**config.mk**
```make
export PLATFORM = sky130hd
export DESIGN_NAME = mac_lane_accum
export DESIGN_NICKNAME = d
export VERILOG_FILES = /design/src/rtl/mac_lane_accum.sv
export SDC_FILE = /design/constraint.sdc
export NUM_CORES = 1
export LEC_CHECK = 0
export CAP_MARGIN = 0
export CORE_ASPECT_RATIO = 1.1
export CORE_MARGIN = 2
export CORE_UTILIZATION = 58
export CTS_CLUSTER_DIAMETER = 50
export DETAILED_ROUTE_END_ITERATION = 16
export MAX_ROUTING_LAYER = met4
export PLACE_DENSITY = 0.81
export SETUP_SLACK_MARGIN = 0.2
export SLEW_MARGIN = 20
export SYNTH_ARGS = -nofsm -noshare
export SYNTH_HDL_FRONTEND = slang
export SYNTH_SLANG_ARGS = --single-unit
```
**constraint.sdc**
```tcl
create_clock -name clk -period 6 [get_ports clk]
set_input_delay 0.6 -clock clk [delete_from_list [all_inputs] [get_ports clk]]
set_output_delay 0.6 -clock clk [all_outputs]
set_load 0.05 [all_outputs]
```
**src/rtl/mac_lane_accum.sv**
```systemverilog
// Multi-lane MAC accumulate stage: sums LANES products over K beats per C entry and
// hands finished entries to the C memory through a small backpressured output FIFO.
module mac_lane_accum #(
  parameter int unsigned M                        = 4,
  parameter int unsigned K                        = 4,
  parameter int unsigned N                        = 4,
  parameter int unsigned LANES                    = 1,
  parameter int unsigned DATA_WIDTH_INIT_MATRIX   = 32,
  parameter int unsigned DATA_WIDTH_RESULT_MATRIX = 2 * DATA_WIDTH_INIT_MATRIX + $clog2(K),
  parameter bit          SIGNED                   = 1'b0,
  parameter int unsigned OUT_FIFO_DEPTH           = 2
) (
  input  logic                                      clk,
  input  logic                                      resetn,
  input  logic                                      clear,
  input  logic [LANES*2*DATA_WIDTH_INIT_MATRIX-1:0] product_reg,
  input  logic                                      product_valid,
  output logic                                      product_ready,
  input  logic [$clog2(M)-1:0]                      matrix_a_row_addr_counter_reg,
  input  logic [$clog2(K)-1:0]                      matrix_a_col_addr_counter_reg,
  input  logic [$clog2(N)-1:0]                      matrix_b_col_addr_counter_reg,
  output logic [LANES*DATA_WIDTH_RESULT_MATRIX-1:0] data_out_c,
  output logic [$clog2(M)-1:0]                      row_addr_c,
  output logic [$clog2(N)-1:0]                      col_addr_c,
  output logic                                      matrix_c_we,
  input  logic                                      matrix_c_ready,
  output logic                                      mac_done,
  output logic                                      seq_err
);

  localparam int unsigned PW    = 2 * DATA_WIDTH_INIT_MATRIX;
  localparam int unsigned RW    = DATA_WIDTH_RESULT_MATRIX;
  localparam int unsigned MW    = $clog2(M);
  localparam int unsigned KW    = $clog2(K);
  localparam int unsigned NW    = $clog2(N);
  localparam int unsigned DEPTH = OUT_FIFO_DEPTH;
  localparam int unsigned PTRW  = $clog2(DEPTH);
  localparam int unsigned CNTW  = PTRW + 1;
  localparam int unsigned TOTAL = M * N / LANES;
  localparam int unsigned CW    = $clog2(TOTAL + 1);
  localparam logic [KW-1:0] KLast = KW'(K - 1);

  typedef enum logic [1:0] {StAccum, StDrain, StDone} state_e;

  state_e                  state_q, state_d;
  logic [LANES*RW-1:0]     acc_q, acc_d, sum;
  logic [KW-1:0]           k_exp_q, k_exp_d;
  logic [CW-1:0]           out_cnt_q, out_cnt_d;
  logic                    seq_err_q, seq_err_d;
  logic                    mac_done_q, mac_done_d;
  logic [PTRW-1:0]         wr_ptr_q, wr_ptr_d, rd_ptr_q, rd_ptr_d;
  logic [CNTW-1:0]         count_q, count_d;
  logic [LANES*RW-1:0]     data_mem_q [DEPTH];
  logic [LANES*RW-1:0]     data_mem_d [DEPTH];
  logic [MW-1:0]           row_mem_q  [DEPTH];
  logic [MW-1:0]           row_mem_d  [DEPTH];
  logic [NW-1:0]           col_mem_q  [DEPTH];
  logic [NW-1:0]           col_mem_d  [DEPTH];
  logic                    fifo_full, accept, last_beat, push, pop;

  assign fifo_full     = (count_q == CNTW'(DEPTH));
  assign product_ready = (state_q == StAccum) && !fifo_full;
  assign accept        = product_valid && product_ready;
  assign last_beat     = (k_exp_q == KLast);
  assign push          = accept && last_beat;
  assign matrix_c_we   = (count_q != '0);
  assign pop           = matrix_c_we && matrix_c_ready;

  assign data_out_c = data_mem_q[rd_ptr_q];
  assign row_addr_c = row_mem_q[rd_ptr_q];
  assign col_addr_c = col_mem_q[rd_ptr_q];
  assign mac_done   = mac_done_q;
  assign seq_err    = seq_err_q;

  // First beat of an entry starts from zero, so the sum doubles as the load value.
  always_comb begin
    sum = '0;
    for (int i = 0; i < LANES; i++) begin
      sum[i*RW +: RW] = ((k_exp_q == '0) ? {RW{1'b0}} : acc_q[i*RW +: RW]) +
                        {{(RW-PW){SIGNED && product_reg[i*PW+PW-1]}}, product_reg[i*PW +: PW]};
    end
  end

  always_comb begin
    state_d    = state_q;
    acc_d      = acc_q;
    k_exp_d    = k_exp_q;
    seq_err_d  = seq_err_q;
    mac_done_d = mac_done_q;
    wr_ptr_d   = wr_ptr_q;
    rd_ptr_d   = rd_ptr_q;
    data_mem_d = data_mem_q;
    row_mem_d  = row_mem_q;
    col_mem_d  = col_mem_q;
    count_d    = count_q + CNTW'(push) - CNTW'(pop);
    out_cnt_d  = out_cnt_q + CW'(push);

    if (accept) begin
      acc_d   = sum;
      k_exp_d = last_beat ? '0 : k_exp_q + KW'(1);
      if (matrix_a_col_addr_counter_reg != k_exp_q) seq_err_d = 1'b1;
    end
    if (push) begin
      data_mem_d[wr_ptr_q] = sum;
      row_mem_d[wr_ptr_q]  = matrix_a_row_addr_counter_reg;
      col_mem_d[wr_ptr_q]  = matrix_b_col_addr_counter_reg;
      wr_ptr_d             = wr_ptr_q + PTRW'(1);
    end
    if (pop) rd_ptr_d = rd_ptr_q + PTRW'(1);

    case (state_q)
      StAccum: if (out_cnt_d == CW'(TOTAL)) state_d = StDrain;
      StDrain: begin
        // Finish as soon as the last entry leaves, not a cycle later.
        if (count_d == '0) begin
          state_d    = StDone;
          mac_done_d = 1'b1;
        end
      end
      default: state_d = StDone;
    endcase

    if (clear) begin
      state_d    = StAccum;
      acc_d      = '0;
      k_exp_d    = '0;
      seq_err_d  = 1'b0;
      mac_done_d = 1'b0;
      wr_ptr_d   = '0;
      rd_ptr_d   = '0;
      count_d    = '0;
      out_cnt_d  = '0;
      data_mem_d = '{default: '0};
      row_mem_d  = '{default: '0};
      col_mem_d  = '{default: '0};
    end
  end

  always_ff @(posedge clk or negedge resetn) begin
    if (!resetn) begin
      state_q    <= StAccum;
      acc_q      <= '0;
      k_exp_q    <= '0;
      seq_err_q  <= 1'b0;
      mac_done_q <= 1'b0;
      wr_ptr_q   <= '0;
      rd_ptr_q   <= '0;
      count_q    <= '0;
      out_cnt_q  <= '0;
      data_mem_q <= '{default: '0};
      row_mem_q  <= '{default: '0};
      col_mem_q  <= '{default: '0};
    end else begin
      state_q    <= state_d;
      acc_q      <= acc_d;
      k_exp_q    <= k_exp_d;
      seq_err_q  <= seq_err_d;
      mac_done_q <= mac_done_d;
      wr_ptr_q   <= wr_ptr_d;
      rd_ptr_q   <= rd_ptr_d;
      count_q    <= count_d;
      out_cnt_q  <= out_cnt_d;
      data_mem_q <= data_mem_d;
      row_mem_q  <= row_mem_d;
      col_mem_q  <= col_mem_d;
    end
  end

endmodule
```
==> results by stage, run 1 <==
Floorplanning:
- The height of the die is 169 um.
- After floorplanning, the core was sized to cover 24300 um2.
- The die covers 25900 um2.
- The starting utilization of the core area is 0.587.
- The number of top-level design ports is 149.
- The floorplan step set the die width to 154 um.
- The number of placement rows is 60.

Setup path:
- The delay of the slowest cell on the worst path is 0.86 ns.
- In this run the critical register-to-register path is launched from k_exp_q[0]$_DFFE_PN0P_.
- The worst register-to-register path has a depth of 14.
- STA classifies the critical path startpoint as a register.
- In this run the worst path has a maximum fanout of 44.
- The signal on the critical path passes through inv_1 > ha_2 > buf_4 > nor2b_1 > ha_1 > nand2_1 > nor2_1 > nand3_1 > o21ai_0 > o211a_1 > o211ai_2 > a2111oi_4 > mux2i_1 > o311ai_1.
- The number of buffers and inverters on the critical path is 2.
- For flop-to-flop paths, the worst setup slack is 1.18 ns.
- The worst setup path is of the reg -> reg kind.
- For this design, the slowest cell found on the critical path is sky130_fd_sc_hd__ha_2.
- Data arrives at the worst endpoint at 5.20 ns.
- The endpoint class of the critical path is a register.
- In this run the critical register-to-register path is captured at data_mem_q[60]$_DFFE_PN0P_.
- For the worst setup path, the data required time is 6.38 ns.
- On the critical path the largest part of the delay comes from compound AO/OA/AOI/OAI gates.

Drt:
- The post-detailed-route DRC marker count is 0.
- For this run, the detailed router's first-pass iteration total came to 6.
- The routed length per placed instance is 21.2 um.
- The post-detailed-route count of antenna-violating nets is 0.
- Across all layers, the routed design uses roughly 13k vias.
- The routed design has 42.0 mm of wire.
- The violation count after the first detailed-route iteration is 899.
- After detailed routing, the number of vias per cell comes to 6.48.

Timing:
- For the pin with the worst max-slew slack, the measured transition is between 1 and 1.5 ns.
- The final setup TNS is 0 ns.
- The number of max-slew violations in the final report is 0.
- Dividing the final minimum period by the clock period gives 0.803.
- The routed design could run at a clock period as short as 4.82 ns.
- The number of failing hold endpoints at the final stage was 0.
- Based on the critical path, the design can be clocked at up to between 200 and 250 MHz.
- Setup violations remaining at the end of the flow were counted as 0.
- The worst pin sits at a relative slew slack of 0.298.
- Setup repair after global routing left no endpoint under its margin.
- On the final layout, the worst clock skew is 0.0243 ns.

Clock network:
- The clock reaches the later pin of the worst-skew pair after 0.55 ns.
- TritonCTS built the clock tree.
- Counting every sink on the clock net gives ~220.
- The maximum clock path buffer count is 3.
- The number of levels in the clock H-tree is 1.
- After clock tree synthesis, the clock-pin slew on the worst setup and hold paths is 0.06 ns.
- In this run, post-CTS repair resized a total of 0 instances.
- In this run, post-CTS hold repair placed 0 buffers.
- In this run, CTS created clock tree buffers numbering 25.
- The tree is rooted in a sky130_fd_sc_hd__clkbuf_16.
- Buffers added to address setup during post-CTS repair amount to 0.

Pwr:
- The leakage power of the design is ~7.5 nW.
- Of the total power, combinational logic draws 0.258.
- The internal power of the cells totals 2.82 mW.
- The worst vdd rail ir drop is 0.243 mV.
- The net switching power of the design is about 1.4 mW.
- The sequential power share is 0.381.
- Power spread over the standard cell area amounts to 253 nW/um2.
- The clock share of power is 0.361.
- The share of total power consumed by net switching is 0.331.

Place:
- The total of buffers placed on input and output ports is 148.
- Detailed placement ended at an HPWL of 29.0 mm.
- Routability-driven placement finished with a final weighted congestion of 1.01.
- The total instance count after detailed placement is just under 2k.

Layout:
- The net count of the finished layout is 1793.
- The count of antenna diodes in the layout is 0.
- The share of the core filled with cells in the final layout is 0.686.
- The fraction of layout instances using a drive strength above 1 is 0.0996.
- In the layout the commonest cells are sky130_fd_sc_hd__dfrtp_1 (220), sky130_fd_sc_hd__nand2_1 (180), sky130_fd_sc_hd__clkdlybuf4s50_1 (146).
- The number of fill cells in the layout is around 2k.
- The final cell count without fillers is 1976.
- The library cell used most frequently in the layout, excluding fill and tap cells, is sky130_fd_sc_hd__dfrtp_1.
- Compared with the post-synthesis result, the final layout area differs by 16.9%.

Synthesis:
- After synthesis the netlist holds a flip-flop and latch count of 221.
- The mapped netlist covers 14300 um2.
- The Yosys step of the flow raised 0 warnings.
- The share of flip-flops with an asynchronous set or reset is 1.00.
- For this run, the leading register cell type out of synthesis is sky130_fd_sc_hd__dfrtp_1.
- The cell count after synthesis is about 1.6k.
- The synthesized netlist contains 82 unique library cells.
- Synthesis produced a netlist with a net count of 1711.
- The average footprint of a synthesized cell is 9.12 um2.
- The post-synthesis sequential area ratio is 0.387.
- The number of enable flip-flop cells after synthesis is 0.

Outcome:
- The flow ran to the end, and the final reports show no timing, DRC or antenna violations.

GRT:
- The aggregate global routing overflow is 0.
- The pin count of the biggest net entering global routing is 130.
- The total routing resource utilization after global routing is 0.333.
- The wire length of the first global-routing pass is 68.2 mm.
- The number of antenna violations at the first check in global routing is 0.
- The via count of the first global-routing pass is 13.1k.

Worst hold path:
- The worst hold path belongs to the class in -> async.

Run:
- The tool flagged a number of max-cap violations equal to 0.
==> synthesized netlist by cell type, types with 5 or more instances <==
| cell type | number | area share |
|---|---|---|
| sky130_fd_sc_hd__clkbuf_1 | 82 | 0.022 |
| sky130_fd_sc_hd__xnor2_1 | 35 | 0.021 |
| sky130_fd_sc_hd__nor4_1 | 6 | 0.0026 |
| sky130_fd_sc_hd__nor2_1 | 76 | 0.020 |
| sky130_fd_sc_hd__and2_1 | 9 | 0.0039 |
| sky130_fd_sc_hd__nor2b_1 | 72 | 0.032 |
| sky130_fd_sc_hd__nand4_1 | 31 | 0.014 |
| sky130_fd_sc_hd__a21oi_1 | 135 | 0.047 |
| sky130_fd_sc_hd__mux2i_1 | 5 | 0.0035 |
| sky130_fd_sc_hd__or3_1 | 16 | 0.0070 |
| sky130_fd_sc_hd__o211ai_1 | 9 | 0.0047 |
| sky130_fd_sc_hd__nor3_1 | 32 | 0.011 |
| sky130_fd_sc_hd__nand2b_1 | 10 | 0.0044 |
| sky130_fd_sc_hd__o21a_1 | 23 | 0.012 |
| sky130_fd_sc_hd__ha_1 | 70 | 0.061 |
| sky130_fd_sc_hd__a21o_1 | 21 | 0.011 |
| sky130_fd_sc_hd__buf_1 | 10 | 0.0026 |
| sky130_fd_sc_hd__a22o_1 | 110 | 0.067 |
| sky130_fd_sc_hd__o31ai_1 | 9 | 0.0047 |
| sky130_fd_sc_hd__o21bai_1 | 17 | 0.0089 |
| sky130_fd_sc_hd__inv_1 | 36 | 0.0095 |
| sky130_fd_sc_hd__nand3_1 | 42 | 0.015 |
| sky130_fd_sc_hd__nand2_1 | 181 | 0.048 |
| sky130_fd_sc_hd__o21ai_0 | 66 | 0.023 |
| sky130_fd_sc_hd__o21ai_1 | 8 | 0.0028 |
| sky130_fd_sc_hd__buf_2 | 12 | 0.0042 |
| sky130_fd_sc_hd__xor2_1 | 22 | 0.013 |
| sky130_fd_sc_hd__mux2_2 | 70 | 0.055 |
| sky130_fd_sc_hd__a31oi_1 | 22 | 0.0096 |
| sky130_fd_sc_hd__and3_1 | 15 | 0.0066 |
| sky130_fd_sc_hd__dfrtp_1 | 221 | 0.39 |
==> final cells by class <==
class | instances | area, um2 | area share
clock buffers | 37 | 721 | 0.0432
clock inverters | 9 | 100 | 0.00600
inverters | 36 | 135 | 0.00810
multi-input cells | 1202 | 8220 | 0.493
flip-flops and latches | 221 | 5530 | 0.331
well taps | 310 | 388 | 0.0232
repair buffers | 161 | 1590 | 0.0954
==> cells by family (layout without fill, tap and decap cells) <==
| logic type | Yosys count | in the layout | share of synthesized area |
|---|---|---|---|
| AO/OA/AOI/OAI | 482 | 482 | 0.237 |
| AND/OR/NAND/NOR | 517 | 517 | 0.180 |
| flip-flops | 221 | 221 | 0.387 |
| multiplexers | 75 | 75 | 0.0587 |
| buffers and inverters | 142 | 243 | 0.0392 |
| XOR/XNOR | 57 | 57 | 0.0350 |
| adder cells (fa/ha/maj) | 71 | 71 | 0.0628 |
==> worst reg2reg max path, stage by stage (launching register included) <==
cell	delay, ns
sky130_fd_sc_hd__dfrtp_1	0.42
sky130_fd_sc_hd__inv_1	0.08
sky130_fd_sc_hd__ha_2	0.86
sky130_fd_sc_hd__buf_4	0.48
sky130_fd_sc_hd__nor2b_1	0.09
sky130_fd_sc_hd__ha_1	0.45
sky130_fd_sc_hd__nand2_1	0.16
sky130_fd_sc_hd__nor2_1	0.23
sky130_fd_sc_hd__nand3_1	0.14
sky130_fd_sc_hd__o21ai_0	0.29
sky130_fd_sc_hd__o211a_1	0.32
sky130_fd_sc_hd__o211ai_2	0.18
sky130_fd_sc_hd__a2111oi_4	0.53
sky130_fd_sc_hd__mux2i_1	0.27
sky130_fd_sc_hd__o311ai_1	0.15
==> metrics by stage <==
step	hold WS (ns)	setup slack, ns	power (mW)	area, um2
finish	0.0135	1.18	4.22	16700
global route	0.103	0.778	4.41	16700
CTS	0.0786	1.22	4.23	16700
detailed placement	0.459	1.26	2.70	15900
global placement	0.456	1.37	2.68	15900
floorplan	0.304	2.34	2.36	14300
==> metal layers <==
| layer | global-route usage | share of wire | wire [um] | vias to the layer above |
|---|---|---|---|---|
| met2 | 0.550 | 0.49 | 20400 | 528 |
| met4 | 0.156 | 0.048 | 2010 | 0 |
| met5 | - | 0 | 0 | - |
| met1 | 0.416 | 0.41 | 17100 | 6279 |
| met3 | 0.0343 | 0.059 | 2500 | 139 |
| li1 | - | - | - | 5867 |
==> power groups by stage <==
| stage | registers, mW | clock network (mW) | logic [mW] |
|---|---|---|---|
| after floorplan | 1.61 | 0 | 0.749 |
| after global placement | 1.63 | 0 | 1.05 |
| after detailed placement | 1.63 | 0 | 1.07 |
| after CTS | 1.61 | 1.54 | 1.08 |
| after global routing | 1.62 | 1.61 | 1.18 |
| final | 1.61 | 1.52 | 1.09 |
==> state kept, by name, indices dropped and copies added (netlist names) <==
name        cells
mac_done        1
row_mem_q       4
wr_ptr_q        1
data_mem_q    132
acc_q          66
seq_err         1
state_q         2
k_exp_q         2
col_mem_q       4
count_q         2
rd_ptr_q        1
out_cnt_q       5
==> worst max path at each step <==
stage	cells after the start	slack (ns)	start	endpoint
after floorplan	16	2.34	k_exp_q[0]$_DFFE_PN0P_	data_mem_q[106]$_DFFE_PN0P_
after global placement	14	1.37	k_exp_q[0]$_DFFE_PN0P_	data_mem_q[60]$_DFFE_PN0P_
after detailed placement	14	1.26	k_exp_q[0]$_DFFE_PN0P_	data_mem_q[63]$_DFFE_PN0P_
after CTS	14	1.22	k_exp_q[0]$_DFFE_PN0P_	data_mem_q[60]$_DFFE_PN0P_
after global routing	14	0.78	k_exp_q[0]$_DFFE_PN0P_	data_mem_q[63]$_DFFE_PN0P_
final	14	1.18	k_exp_q[0]$_DFFE_PN0P_	data_mem_q[60]$_DFFE_PN0P_
(Power assumes the default switching activity.)
==> run 2: changes to the inputs <==
clock period = 5 ns   (was 6 ns; I/O delays follow)
==> run 2 against run 1 <==
The run now ends with hold timing left. First-iteration DRC count up 6.3%. Sequential cell count unchanged. Via count down 0.87%. Clock skew down 0.00081 ns. Critical path depth unchanged. Critical path type unchanged. Sequential power up 19%. Cell count up 0.25%.
==> results by stage, run 2 (synthesized netlist as in run 1, its figures left out) <==
Outcome:
- The flow ran to the end, but the final reports show violations.
- The checks that failed: hold timing.

Pwr:
- The post-layout total power is 5.27 mW.
- The leakage power of the design is 7.52 nW.
- The worst vdd rail ir drop is 0.244 mV.
- Power spread over the standard cell area amounts to 313 nW/um2.

Layout:
- The most common cell after layout, fill and taps aside is sky130_fd_sc_hd__dfrtp_1.
- Of the cells placed in the final design, the portion with a size suffix greater than 1 is 0.105.
- Leaving out fill and tap cells, the most frequent cells in the layout are sky130_fd_sc_hd__dfrtp_1 (220), sky130_fd_sc_hd__nand2_1 (180), sky130_fd_sc_hd__clkdlybuf4s50_1 (146).
- The register with the highest flop count is data_mem_q.
- The number of fill cells in the layout is 1929.
- Registers take 5530 um2.
- In the final layout, the registers with the most flip-flops are data_mem_q: 132 flops, acc_q: 66 flops, out_cnt_q: 5 flops.
- In the final design database the tool counted 1796 nets.
- The count of antenna diodes in the layout is 0.
- The register with the most flip-flops in the layout has roughly 130 of them.
- The area used by multi-input combinational logic is 8230 um2.
- The layout-stage area growth over the synthesis result is 18.0%.

Place:
- In this run the tool buffered the top-level ports with 148 buffer cells.
- Routability-driven placement finished with a final weighted congestion of 0.965.
- The estimated wirelength of the detail-placed design is around 29 mm.

Clock network:
- The number of buffers inserted for hold repair after clock tree synthesis is 0.
- TritonCTS built the clock tree.
- The number of buffers inserted during clock tree synthesis is 27.
- The clock passes through at most 3 buffers.
- The number of setup buffers added after CTS is 0.
- The clock reaches the later pin of the worst-skew pair after 0.56 ns.
- The tree is rooted in a sky130_fd_sc_hd__clkbuf_16.
- Clock-pin slew was measured on the worst setup and hold paths at 0.06 ns.
- The number of gates resized after CTS was 0.
- Counting every sink on the clock net gives 221.
- CTS built an H-tree with a depth of 1.

GRT:
- Entering global routing, the biggest net connects 114 pins.
- For this run, the total global-route usage over all layers was measured as 0.329.
- The first global-routing pass estimated 67.2 mm of wire.
- The via count of the first global-routing pass is 12.7k.
- The number of antenna violations at the first check in global routing is 0.
- The aggregate global routing overflow is 0.

Floorplanning:
- For this configuration, the core starts out at a cell density of 0.587.
- For this design the top-level I/O count stands at 149.
- The die covers 25900 um2.
- The total area inside the core boundary comes to about 24000 um2.
- Row generation in the floorplan step produced 60 rows.
- The floorplan step set the die height to 169 um.
- The die span in x is about 150 um.

Drt:
- The average via count per standard cell is approximately 6.4.
- The total iterations of the first detailed-routing run is 5.
- The routed length per placed instance is 21.0 um.
- The final route contains 12.7k vias.
- For this block, the initial DRC count from the detailed router was 956.
- Summed over all layers, the routed wires come to 41.7 mm.
- In this run the remaining antenna-violating nets after routing total 0.
- The post-detailed-route DRC marker count is 0.

Setup path:
- In this run the critical register-to-register path is captured at data_mem_q[125]$_DFFE_PN0P_.
- The library cell contributing the largest single delay on the critical path is sky130_fd_sc_hd__a21oi_1.
- The largest single stage delay on the critical path is 0.53 ns.
- The arrival time at the worst endpoint is 4.74 ns.
- The worst setup path is captured at a register.
- Walking the worst path, the cells encountered are inv_1 > ha_4 > buf_4 > nor2b_1 > ha_1 > a21oi_1 > o21bai_1 > a21o_1 > a2111oi_0 > o221ai_1 > a21oi_1 > o21bai_1 > xor2_1 > a22o_1.
- STA classifies the critical path startpoint as a register.
- The critical path class is reg -> reg.
- The startpoint of the worst-slack reg-to-reg timing path is k_exp_q[0]$_DFFE_PN0P_.
- The peak fanout along the critical path is 36.
- Data on the critical path is required at its endpoint by 5.44 ns.
- The slack of the worst reg-to-reg path is 0.70 ns.
- For the worst flop-to-flop path, the logic depth is 14.

Timing:
- The headroom to the max-slew limit is 0.217.
- Setup violations remaining at the end of the flow were counted as 0.
- Hold timing on the final database bottoms out at a slack of -0.0311 ns.
- The number of failing hold endpoints at the final stage is 8.
- The setup skew after layout is 0.0235 ns.
- The fraction of the cycle the final worst path needs is 0.860.
- The transition time of the tightest slew-check pin is approximately 1.2 ns.
- Summed over all failing endpoints, the final setup total negative slack is 0 ns.
- The number of max-slew violations in the final report is 0.
- Setup repair after global routing left no endpoint under its margin.
- Static timing analysis puts the maximum clock frequency at 233 MHz.
- The post-layout minimum cycle time is approximately 4.3 ns.

Worst hold path:
- The min-delay analysis places its worst path in the category in -> async.

Run:
- The tool flagged a number of max-cap violations equal to 0.
## run 2: cell type report
cell class	instances	share of cell area
clock inverters	18	0.0128
well taps	310	0.0230
clock buffers	32	0.0430
repair buffers	162	0.0964
flip-flops and latches	221	0.328
inverters	36	0.00802
multi-input cells	1202	0.488
## run 2: metal layers
layer,GRT usage,part of all wire,vias to the layer above
li1,-,-,5868
met1,0.422,0.40,6191
met2,0.537,0.49,536
met3,0.0389,0.070,107
met4,0.132,0.038,0
met5,-,0,-
## run 2: per-stage QoR
step	worst slack, ns	std cells	utilization	instance area [um2]	hold slack [ns]
after global routing	0.455	1981	0.693	16800	0.0568
after CTS	0.506	1981	0.692	16800	0.0184
after global placement	0.611	1931	0.654	15900	0.454
after floorplan	1.34	1565	-	14300	0.204
after detailed placement	0.546	1931	0.654	15900	0.460
final	0.699	1981	0.693	16800	-0.0311
## run 2: worst max-delay path by stage
stage / depth (start not counted) / slack (ns) / from / endpoint
global route: 13 / 0.46 / k_exp_q[0]$_DFFE_PN0P_ / data_mem_q[125]$_DFFE_PN0P_
global placement: 13 / 0.61 / k_exp_q[0]$_DFFE_PN0P_ / data_mem_q[125]$_DFFE_PN0P_
detailed placement: 13 / 0.55 / k_exp_q[0]$_DFFE_PN0P_ / data_mem_q[125]$_DFFE_PN0P_
floorplan: 16 / 1.34 / k_exp_q[0]$_DFFE_PN0P_ / data_mem_q[106]$_DFFE_PN0P_
CTS: 13 / 0.51 / k_exp_q[0]$_DFFE_PN0P_ / data_mem_q[125]$_DFFE_PN0P_
finish: 14 / 0.70 / k_exp_q[0]$_DFFE_PN0P_ / data_mem_q[125]$_DFFE_PN0P_
## run 2: where the power goes
part | switching, mW | internal [mW]
clock | 0.852 | 1.17
combinational | 0.858 | 0.467
sequential | 0.0462 | 1.87
total | 1.76 | 3.51
## run 2: worst max-delay path: cells and delay by family (launching register included)
kind                     cells  cell delay [ns]
buffers and inverters        2             0.43
AND/OR/NAND/NOR              1             0.09
XOR/XNOR                     1             0.20
flip-flops                   1             0.42
adder cells (fa/ha/maj)      2             0.81
AO/OA/AOI/OAI                8             2.21
